[config.mk]
export PLATFORM = sky130hd
export DESIGN_NAME = traffic_light_rr
export DESIGN_NICKNAME = d
export VERILOG_FILES = /design/src/rtl/traffic_light_rr.sv
export SDC_FILE = /design/constraint.sdc
export NUM_CORES = 1
export LEC_CHECK = 0
export CAP_MARGIN = 20
export CORE_AREA = 5 5 56 58
export DETAILED_ROUTE_END_ITERATION = 8
export DIE_AREA = 0 0 61 63
export PLACE_DENSITY = 0.71
export RECOVER_POWER = 50
export SYNTH_ARGS = -nofsm -noshare
export SYNTH_HDL_FRONTEND = slang
export SYNTH_SLANG_ARGS = --single-unit
export TNS_END_PERCENT = 1
[constraint.sdc]
create_clock -name clk -period 2.13 [get_ports clk]
set_clock_uncertainty 0.15 [all_clocks]
set_input_delay 0.639 -clock clk [delete_from_list [all_inputs] [get_ports clk]]
set_output_delay 0.639 -clock clk [all_outputs]
set_load 0.05 [all_outputs]
[src/rtl/traffic_light_rr.sv]
`default_nettype none
// ============================================================================
// traffic_light_rr : N-way round-robin traffic light controller with flash mode
// rev 1.0
// ============================================================================
module traffic_light_rr #(
  parameter int N_WAYS       = 2,
  parameter int MIN_GREEN    = 5,
  parameter int MAX_GREEN    = 20,
  parameter int YELLOW_TIME  = 3,
  parameter int ALL_RED_TIME = 1,
  parameter int CNT_W        = 8
) (
  input  logic                        clk,
  input  logic                        rst,
  input  logic                        tick,
  input  logic [N_WAYS-1:0]           sensor,
  input  logic                        flash,
  output logic [3*N_WAYS-1:0]         lights,
  output logic [$clog2(N_WAYS)-1:0]   active_way,
  output logic [1:0]                  phase
);

  localparam int AW_W = $clog2(N_WAYS);

  localparam logic [1:0] c_GREEN   = 2'b00;
  localparam logic [1:0] c_YELLOW  = 2'b01;
  localparam logic [1:0] c_ALL_RED = 2'b10;
  localparam logic [1:0] c_FLASH   = 2'b11;

  localparam logic [CNT_W-1:0] c_MIN_LAST = CNT_W'(MIN_GREEN - 1);
  localparam logic [CNT_W-1:0] c_MAX_LAST = CNT_W'(MAX_GREEN - 1);
  localparam logic [CNT_W-1:0] c_YEL_LAST = CNT_W'(YELLOW_TIME - 1);
  localparam logic [CNT_W-1:0] c_AR_LAST  = CNT_W'(ALL_RED_TIME - 1);

  localparam logic [3*N_WAYS-1:0] c_LIGHTS_RST = {{(N_WAYS-1){3'b100}}, 3'b001};

  logic [1:0]          state_q, state_d;
  logic [CNT_W-1:0]    cnt_q, cnt_d;
  logic [AW_W-1:0]     active_q, active_d;
  logic [AW_W-1:0]     next_q, next_d;
  logic [N_WAYS-1:0]   pending_q, pending_d;
  logic                fphase_q, fphase_d;
  logic [3*N_WAYS-1:0] lights_q, lights_d;

  logic [N_WAYS-1:0]   w_active_oh;
  logic [N_WAYS-1:0]   w_entry_oh;
  logic                w_other;
  logic [AW_W-1:0]     w_rr_pick;

  assign w_active_oh = N_WAYS'(1) << active_q;
  assign w_entry_oh  = N_WAYS'(1) << active_d;
  assign w_other     = |(pending_q & ~w_active_oh);

  // Scan from the far end back toward active+1 so the nearest pending way wins.
  always_comb begin
    int idx;
    w_rr_pick = '0;
    idx       = 0;
    for (int k = N_WAYS - 1; k >= 1; k--) begin
      idx = (int'(active_q) + k) % N_WAYS;
      if (pending_q[AW_W'(idx)]) w_rr_pick = AW_W'(idx);
    end
  end

  always_comb begin
    state_d  = state_q;
    cnt_d    = cnt_q;
    active_d = active_q;
    next_d   = next_q;
    fphase_d = fphase_q;
    if (flash) begin
      if (state_q != c_FLASH) begin
        state_d  = c_FLASH;
        cnt_d    = '0;
        fphase_d = 1'b1;
      end else if (tick) begin
        fphase_d = ~fphase_q;
      end
    end else begin
      case (state_q)
        c_GREEN: begin
          if (tick) begin
            if (w_other && ((cnt_q >= c_MIN_LAST && !sensor[active_q]) ||
                            cnt_q >= c_MAX_LAST)) begin
              state_d = c_YELLOW;
              cnt_d   = '0;
              next_d  = w_rr_pick;
            end else if (active_q != '0 && pending_q == '0 &&
                         cnt_q >= c_MIN_LAST) begin
              state_d = c_YELLOW;
              cnt_d   = '0;
              next_d  = '0;
            end else if (cnt_q < c_MAX_LAST) begin
              cnt_d = cnt_q + CNT_W'(1);
            end
          end
        end
        c_YELLOW: begin
          if (tick) begin
            if (cnt_q >= c_YEL_LAST) begin
              state_d = c_ALL_RED;
              cnt_d   = '0;
            end else begin
              cnt_d = cnt_q + CNT_W'(1);
            end
          end
        end
        c_ALL_RED: begin
          if (tick) begin
            if (cnt_q >= c_AR_LAST) begin
              state_d  = c_GREEN;
              cnt_d    = '0;
              active_d = next_q;
            end else begin
              cnt_d = cnt_q + CNT_W'(1);
            end
          end
        end
        default: begin
          // Leaving flash always clears through all-red back to the main road.
          state_d = c_ALL_RED;
          cnt_d   = '0;
          next_d  = '0;
        end
      endcase
    end
  end

  always_comb begin
    pending_d = pending_q | (sensor & ~((state_q == c_GREEN) ? w_active_oh : '0));
    if (state_d == c_GREEN && state_q != c_GREEN) pending_d = pending_d & ~w_entry_oh;
  end

  // Lights are decoded from the next state so they line up with phase/active_way.
  always_comb begin
    lights_d = '0;
    for (int i = 0; i < N_WAYS; i++) begin
      case (state_d)
        c_GREEN:   lights_d[3*i +: 3] = (AW_W'(i) == active_d) ? 3'b001 : 3'b100;
        c_YELLOW:  lights_d[3*i +: 3] = (AW_W'(i) == active_d) ? 3'b010 : 3'b100;
        c_ALL_RED: lights_d[3*i +: 3] = 3'b100;
        default:   lights_d[3*i +: 3] = fphase_d ? 3'b010 : 3'b000;
      endcase
    end
  end

  always_ff @(posedge clk) begin
    if (rst) begin
      state_q   <= c_GREEN;
      cnt_q     <= '0;
      active_q  <= '0;
      next_q    <= '0;
      pending_q <= '0;
      fphase_q  <= 1'b0;
      lights_q  <= c_LIGHTS_RST;
    end else begin
      state_q   <= state_d;
      cnt_q     <= cnt_d;
      active_q  <= active_d;
      next_q    <= next_d;
      pending_q <= pending_d;
      fphase_q  <= fphase_d;
      lights_q  <= lights_d;
    end
  end

  assign lights     = lights_q;
  assign active_way = active_q;
  assign phase      = state_q;

endmodule
`default_nettype wire

==> results of run 1 <==
## cell type report
| cell class | count | area, µm² | area share, % |
|---|---|---|---|
| multi-input cells | 102 | 830 | 48.2 |
| flip-flops and latches | 21 | 437 | 25.4 |
| repair buffers | 45 | 365 | 21.2 |
| well taps | 31 | 38.8 | 2.25 |
| clock buffers | 3 | 22.5 | 1.31 |
| inverters | 6 | 22.5 | 1.31 |
| clock inverters | 1 | 5.00 | 0.291 |
## worst min path at each step
stage,startpoint,endpoint,cells after the start
after floorplan,cnt_q[7],cnt_q[7],1
after global placement,cnt_q[7],cnt_q[7],1
after detailed placement,cnt_q[7],cnt_q[7],1
after CTS,cnt_q[7],cnt_q[7],1
after global routing,cnt_q[7],cnt_q[7],1
final,cnt_q[7],cnt_q[7],1
## layout by cell type (no fill, tap or decap), types with 3 or more instances in the layout
cell type	instances
o21ai_0	4
ha_1	3
dfxtp_4	3
nor2_1	12
a21oi_1	11
o211ai_1	3
mux2i_1	3
inv_1	4
buf_6	4
nor2b_1	4
nor3_1	3
dfxtp_1	14
ha_4	3
dfxtp_2	4
nand2_1	3
nand3_1	7
clkbuf_4	3
buf_4	35
nand2b_1	5
## per-layer routing
layer	part of all wire [%]	vias up	wire, µm
li1	-	575	-
met1	49	546	1420
met2	48	15	1380
met3	2.3	5	67
met4	1.4	0	41
met5	0	-	0
## logic make-up after synthesis
logic type	after synthesis	share of synthesized area [%]
AND/OR/NAND/NOR	53	26.0
AO/OA/AOI/OAI	37	22.3
flip-flops	21	36.1
buffers and inverters	11	3.55
adder cells (fa/ha/maj)	7	7.53
multiplexers	5	4.52
## sequential cells by signal, summed over array words and instances (netlist names)
signal      count
active_way      1
cnt_q           8
fphase_q        1
lights          6
next_q          1
pending_q       2
phase           2
## power groups by stage
stage	sequential [mW]	clock, mW	combinational [mW]
5_1_grt	0.432	0.228	0.307
4_1_cts	0.425	0.203	0.248
6_report	0.428	0.195	0.284
3_3_place_gp	0.433	0	0.236
3_5_place_dp	0.433	0	0.241
2_1_floorplan	0.473	0	0.108
## Yosys cell counts, drive strengths merged
cell    count
o211ai      3
dfxtp      21
o31ai       1
nand3b      2
or2b        1
o21bai      1
nor3        5
o21ai       5
ha          7
o311ai      1
inv         6
and3        1
a311oi      1
clkbuf      5
or3         2
and3b       1
mux2        2
and2        3
a31oi       3
nor2b       5
mux2i       3
a21o        1
nor4b       1
nor3b       1
nand2b      5
nand2       4
or2         1
o41ai       1
a22oi       1
a211oi      4
a32o        1
and4        1
nor4        1
nor2       12
a21oi      12
o31a        2
nand3       7
## through the flow
| stage | setup TNS (ns) | setup slack, ns | area, µm² |
|---|---|---|---|
| after floorplan | -0.00407 | -0.00407 | 1180 |
| after global placement | -5.63 | -0.389 | 1520 |
| after detailed placement | -7.26 | -0.502 | 1520 |
| after CTS | -0.0395 | -0.0171 | 1570 |
| final | -0.0278 | -0.0278 | 1720 |
| after global routing | -0.554 | -0.112 | 1720 |
## what timing repair did
item | CTS | global route
resized for setup | 9 | 31
pin swaps | 6 | 16
endpoints found under the setup margin | 12 | 14
gates cloned | 0 | 0
setup buffers | 0 | 3
==> impl_metrics.tcl, run 1 <==
set metrics [dict create \
    cts_root_buf "clkbuf_4" \
    vias 1141 \
    tritoncts "done" \
    crit_end "pending_q[0]" \
    worst-path-stages 6 \
    dpl.hpwl_um 2130 \
    drive_gt1_share_pct 45.5 \
    fp.dieH_um 63 \
    slew-limit-headroom_pct 71.4 \
    grt_pass1_wl_um 4800 \
    r2r_end "pending_q[0]" \
    grt_pass1_vias 1098 \
    final_cells 209 \
    hold_path.class "reg -> reg" \
    power_density_nw_per_um2 527 \
    post-route-util_pct 65.8 \
    violations "negative setup slack" \
    swShare_pct 33.0 \
    wire_per_inst_um 13.9 \
    netlist_top_cells_area "dfxtp_1, ha_1, a21oi_1" \
    firstDrtPassIters 4 \
    grtUsageMet1_pct 21.7 \
    nNetsFinal 192 \
    netlist_area_um2 1160 \
    coreArea_um2 2620 \
    fin_crit_ns 2.16 \
    worst_pin_slew_ns 0.428 \
    cts_buffers 3 \
    clkTransAtPathRegs_ns 0.12 \
    switchingPower_mw 0.299 \
    netlist_instances 134 \
    wl_um 2910 \
    diodes 0 \
    rr_worst_depth 6 \
    worst_slack_ns -0.0278 \
    reg2reg_slack_ns -0.03 \
    setup_viol 1 \
    slowest_delay_ns 0.39 \
    ys_types 39 \
    cp_data_arrival_time_ns 2.24 \
    syn_nets 147 \
    drt_iter0_markers 37 \
    timing.fmax_mhz 463 \
    synth_warnings 0 \
    yosys.area.top_type "dfxtp_1" \
    grt_overflow 0 \
    dp.cells 202 \
    status "finished, violations left" \
    htreeDepth 1 \
    power.total_mw 0.907 \
    start_util_pct 44.5 \
    cts_sinks 21 \
    ant_nets 0 \
    p_comb_share_pct 31.3 \
    seq_area_frac_synth_pct 36.1 \
    rows 19 \
    hold_viol 0 \
    leakagePower_nw 0.714 \
    timing.rr.start "cnt_q[6]" \
    viasPerCell 5.46 \
    path_class "reg -> reg" \
    p_clk_share_pct 21.5 \
    track_usage_pct 16.1 \
    clk_path_buf_depth 2 \
    cpMaxStageDelayCell "or3_4" \
    gp_congestion 0.835 \
    worstPathCellList "or3_4 -> o31a_1 -> o41ai_2 -> o311ai_2 -> and2_4 -> a311oi_2" \
    ir_drop_mv 0.507 \
    required_ns 2.21 \
    slew_violations 0 \
    crit_buf_inv 0 \
    dieWidth_um 61 \
    drcViolationCount 0 \
    io_buffer_count 14 \
    rsz0062_at_grt "yes" \
    intPower_mw 0.608 \
    syn_to_final_growth_pct 47.8 \
    syn_area_per_cell_um2 8.68 \
    grt_max_degree 13 \
    holdWs_ns 0.318 \
    ctsHoldBuffers 0 \
    globalRoute.busiestLayer "met2" \
    maxCapViolations 0 \
    grt_use_met2_pct 25.4 \
    pwr-share-seq_pct 47.2 \
    die_area_um2 3840 \
    use_met3_pct 2.48 \
    fillers 229 \
    worstPathMaxFanout 3 \
    worstSetupEndpointType "register" \
    crit_family "compound AO/OA/AOI/OAI gates" \
    fin_crit_sh_pct 101 \
    ioPinCount 15 \
    antenna_found_initial 0 \
    startpoint "cnt_q[6]" \
    cp-start-kind "register" \
    clock_latency_ns 0.31 \
    synth_seq_cells 21 \
    synth_top_area_share_pct 36.1 \
]
(Power assumes the default switching activity.)
==> run 2: changes to the inputs <==
--- a/config.mk
+++ b/config.mk
@@ -6,12 +6,11 @@
 export NUM_CORES = 1
 export LEC_CHECK = 0
 export CAP_MARGIN = 20
-export CORE_AREA = 5 5 56 58
+export CORE_AREA = 2 2 53 55
 export DETAILED_ROUTE_END_ITERATION = 8
-export DIE_AREA = 0 0 61 63
-export PLACE_DENSITY = 0.71
+export DIE_AREA = 0 0 55 57
+export PLACE_DENSITY = 0.68
 export RECOVER_POWER = 50
 export SYNTH_ARGS = -nofsm -noshare
 export SYNTH_HDL_FRONTEND = slang
 export SYNTH_SLANG_ARGS = --single-unit
-export TNS_END_PERCENT = 1
==> impl_metrics.tcl, run 2 (synthesized netlist as in run 1, its figures left out) <==
set metrics [dict create \
    status "finished, violations left" \
    violations "negative setup slack" \
    cts_root_buf "clkbuf_4" \
    grt_pass1_vias 1077 \
    reg2reg_slack_ns -0.04 \
    worst_pin_slew_ns 0.595 \
    firstDrtPassIters 4 \
    grt_overflow 0 \
    hold_viol 0 \
    cp_data_arrival_time_ns 2.25 \
    clock_latency_ns 0.31 \
    gp_congestion 0.871 \
    wire_per_inst_um 13.8 \
    slew_violations 0 \
    drt_iter0_markers 35 \
    worstPathMaxFanout 3 \
    viasPerCell 5.39 \
    syn_to_final_growth_pct 44.6 \
    setup_viol 2 \
    fp.dieH_um 57 \
    clk_path_buf_depth 2 \
    final_cells 214 \
    slew-limit-headroom_pct 60.5 \
    grt_pass1_wl_um 4710 \
    maxCapViolations 0 \
    rsz0062_at_grt "yes" \
    rows 19 \
    final_common_cell "buf_4" \
    diodes 0 \
    wl_um 2950 \
    cp-start-kind "register" \
    leakagePower_nw 0.690 \
    timing.rr.start "cnt_q[2]" \
    io_buffer_count 14 \
    ant_nets 0 \
    ir_drop_mv 0.555 \
    cts_sinks 21 \
    post-route-util_pct 64.4 \
    drcViolationCount 0 \
    ctsHoldBuffers 0 \
    hold_start "cnt_q[7]" \
    r2r_end "pending_q[0]" \
    fillers 223 \
    vias 1154 \
    clkTransAtPathRegs_ns 0.13 \
    dpl.hpwl_um 2110 \
    final_cell_mix "buf_4, dfxtp_1, a21oi_1" \
    htreeDepth 1 \
    power.total_mw 0.909 \
    worstSetupEndpointType "register" \
    ioPinCount 15 \
    die_area_um2 3140 \
    dp.cells 207 \
    antenna_found_initial 0 \
    timing.fmax_mhz 461 \
    largest_reg_flops 8 \
    coreArea_um2 2620 \
    rr_worst_depth 6 \
    required_ns 2.21 \
    power_density_nw_per_um2 540 \
    worst_slack_ns -0.0392 \
    cts_buffers 3 \
    min_path_cells 1 \
    path_class "reg -> reg" \
    drive_gt1_share_pct 39.9 \
    nNetsFinal 197 \
    start_util_pct 44.5 \
    hold_path.class "reg -> reg" \
    grt_max_degree 13 \
    regArea_um2 437 \
    track_usage_pct 20.3 \
    fin_crit_sh_pct 102 \
    top_register "cnt_q" \
    tritoncts "done" \
    dieWidth_um 55 \
    multiInputGateArea_um2 802 \
    fin_crit_ns 2.17 \
    hold_end "cnt_q[7]" \
]
## run 2: worst max path at each step
| stage | start | endpoint | slack, ns |
|---|---|---|---|
| detailed placement | sensor[1] | pending_q[0] | -0.49 |
| global route | cnt_q[2] | pending_q[0] | -0.15 |
| CTS | cnt_q[2] | pending_q[0] | -0.01 |
| floorplan | cnt_q[7] | pending_q[0] | 0.01 |
| finish | cnt_q[2] | pending_q[0] | -0.04 |
| global placement | flash | lights[4] | -0.42 |
## run 2: stage by stage
stage          hold WS (ns)  cell area (µm²)  TNS [ns]  setup slack (ns)
3_3_place_gp          0.299             1570     -6.47            -0.420
2_1_floorplan         0.281             1190         0            0.0108
5_1_grt               0.340             1680    -0.661            -0.147
6_report              0.331             1680   -0.0462           -0.0392
4_1_cts               0.335             1660  -0.00990          -0.00990
3_5_place_dp          0.301             1570     -7.49            -0.494
## run 2: worst max-delay path, cell delays in order, from the launching register on
cell and delay (ns):
dfxtp_1 0.33, or3_4 0.39, o31a_1 0.32, o41ai_2 0.28
o311ai_2 0.19, and2_4 0.21, a311oi_2 0.23
## run 2: layout make-up
| class | instances | share of cell area [%] |
|---|---|---|
| clock inverter | 1 | 0.297 |
| clock buffer | 3 | 1.34 |
| sequential | 21 | 25.9 |
| tap | 31 | 2.30 |
| inverter | 6 | 1.34 |
| timing repair buffer | 50 | 21.1 |
| multi-input combinational | 102 | 47.7 |
## run 2: power by group
group / leakage [nW] / total, mW / switching [mW] / internal [mW]
sequential: 0.175 / 0.421 / 0.0120 / 0.409
combinational: 0.498 / 0.291 / 0.167 / 0.124
clock: 0.0177 / 0.197 / 0.127 / 0.0700
## run 2: routing by layer
layer	up-vias	part of all wire, %	track usage, %
met5	-	0	0
met1	532	49	28.9
met3	2	4.1	3.14
met4	0	0.58	7.67
li1	588	-	-
met2	32	46	30.6
## run 2: repair_timing
item / 4_1_cts / 5_1_grt
gates resized for setup: 14 / 14
setup endpoints to repair: 16 / 11
buffers inserted: 2 / 1
pin swaps: 8 / 1
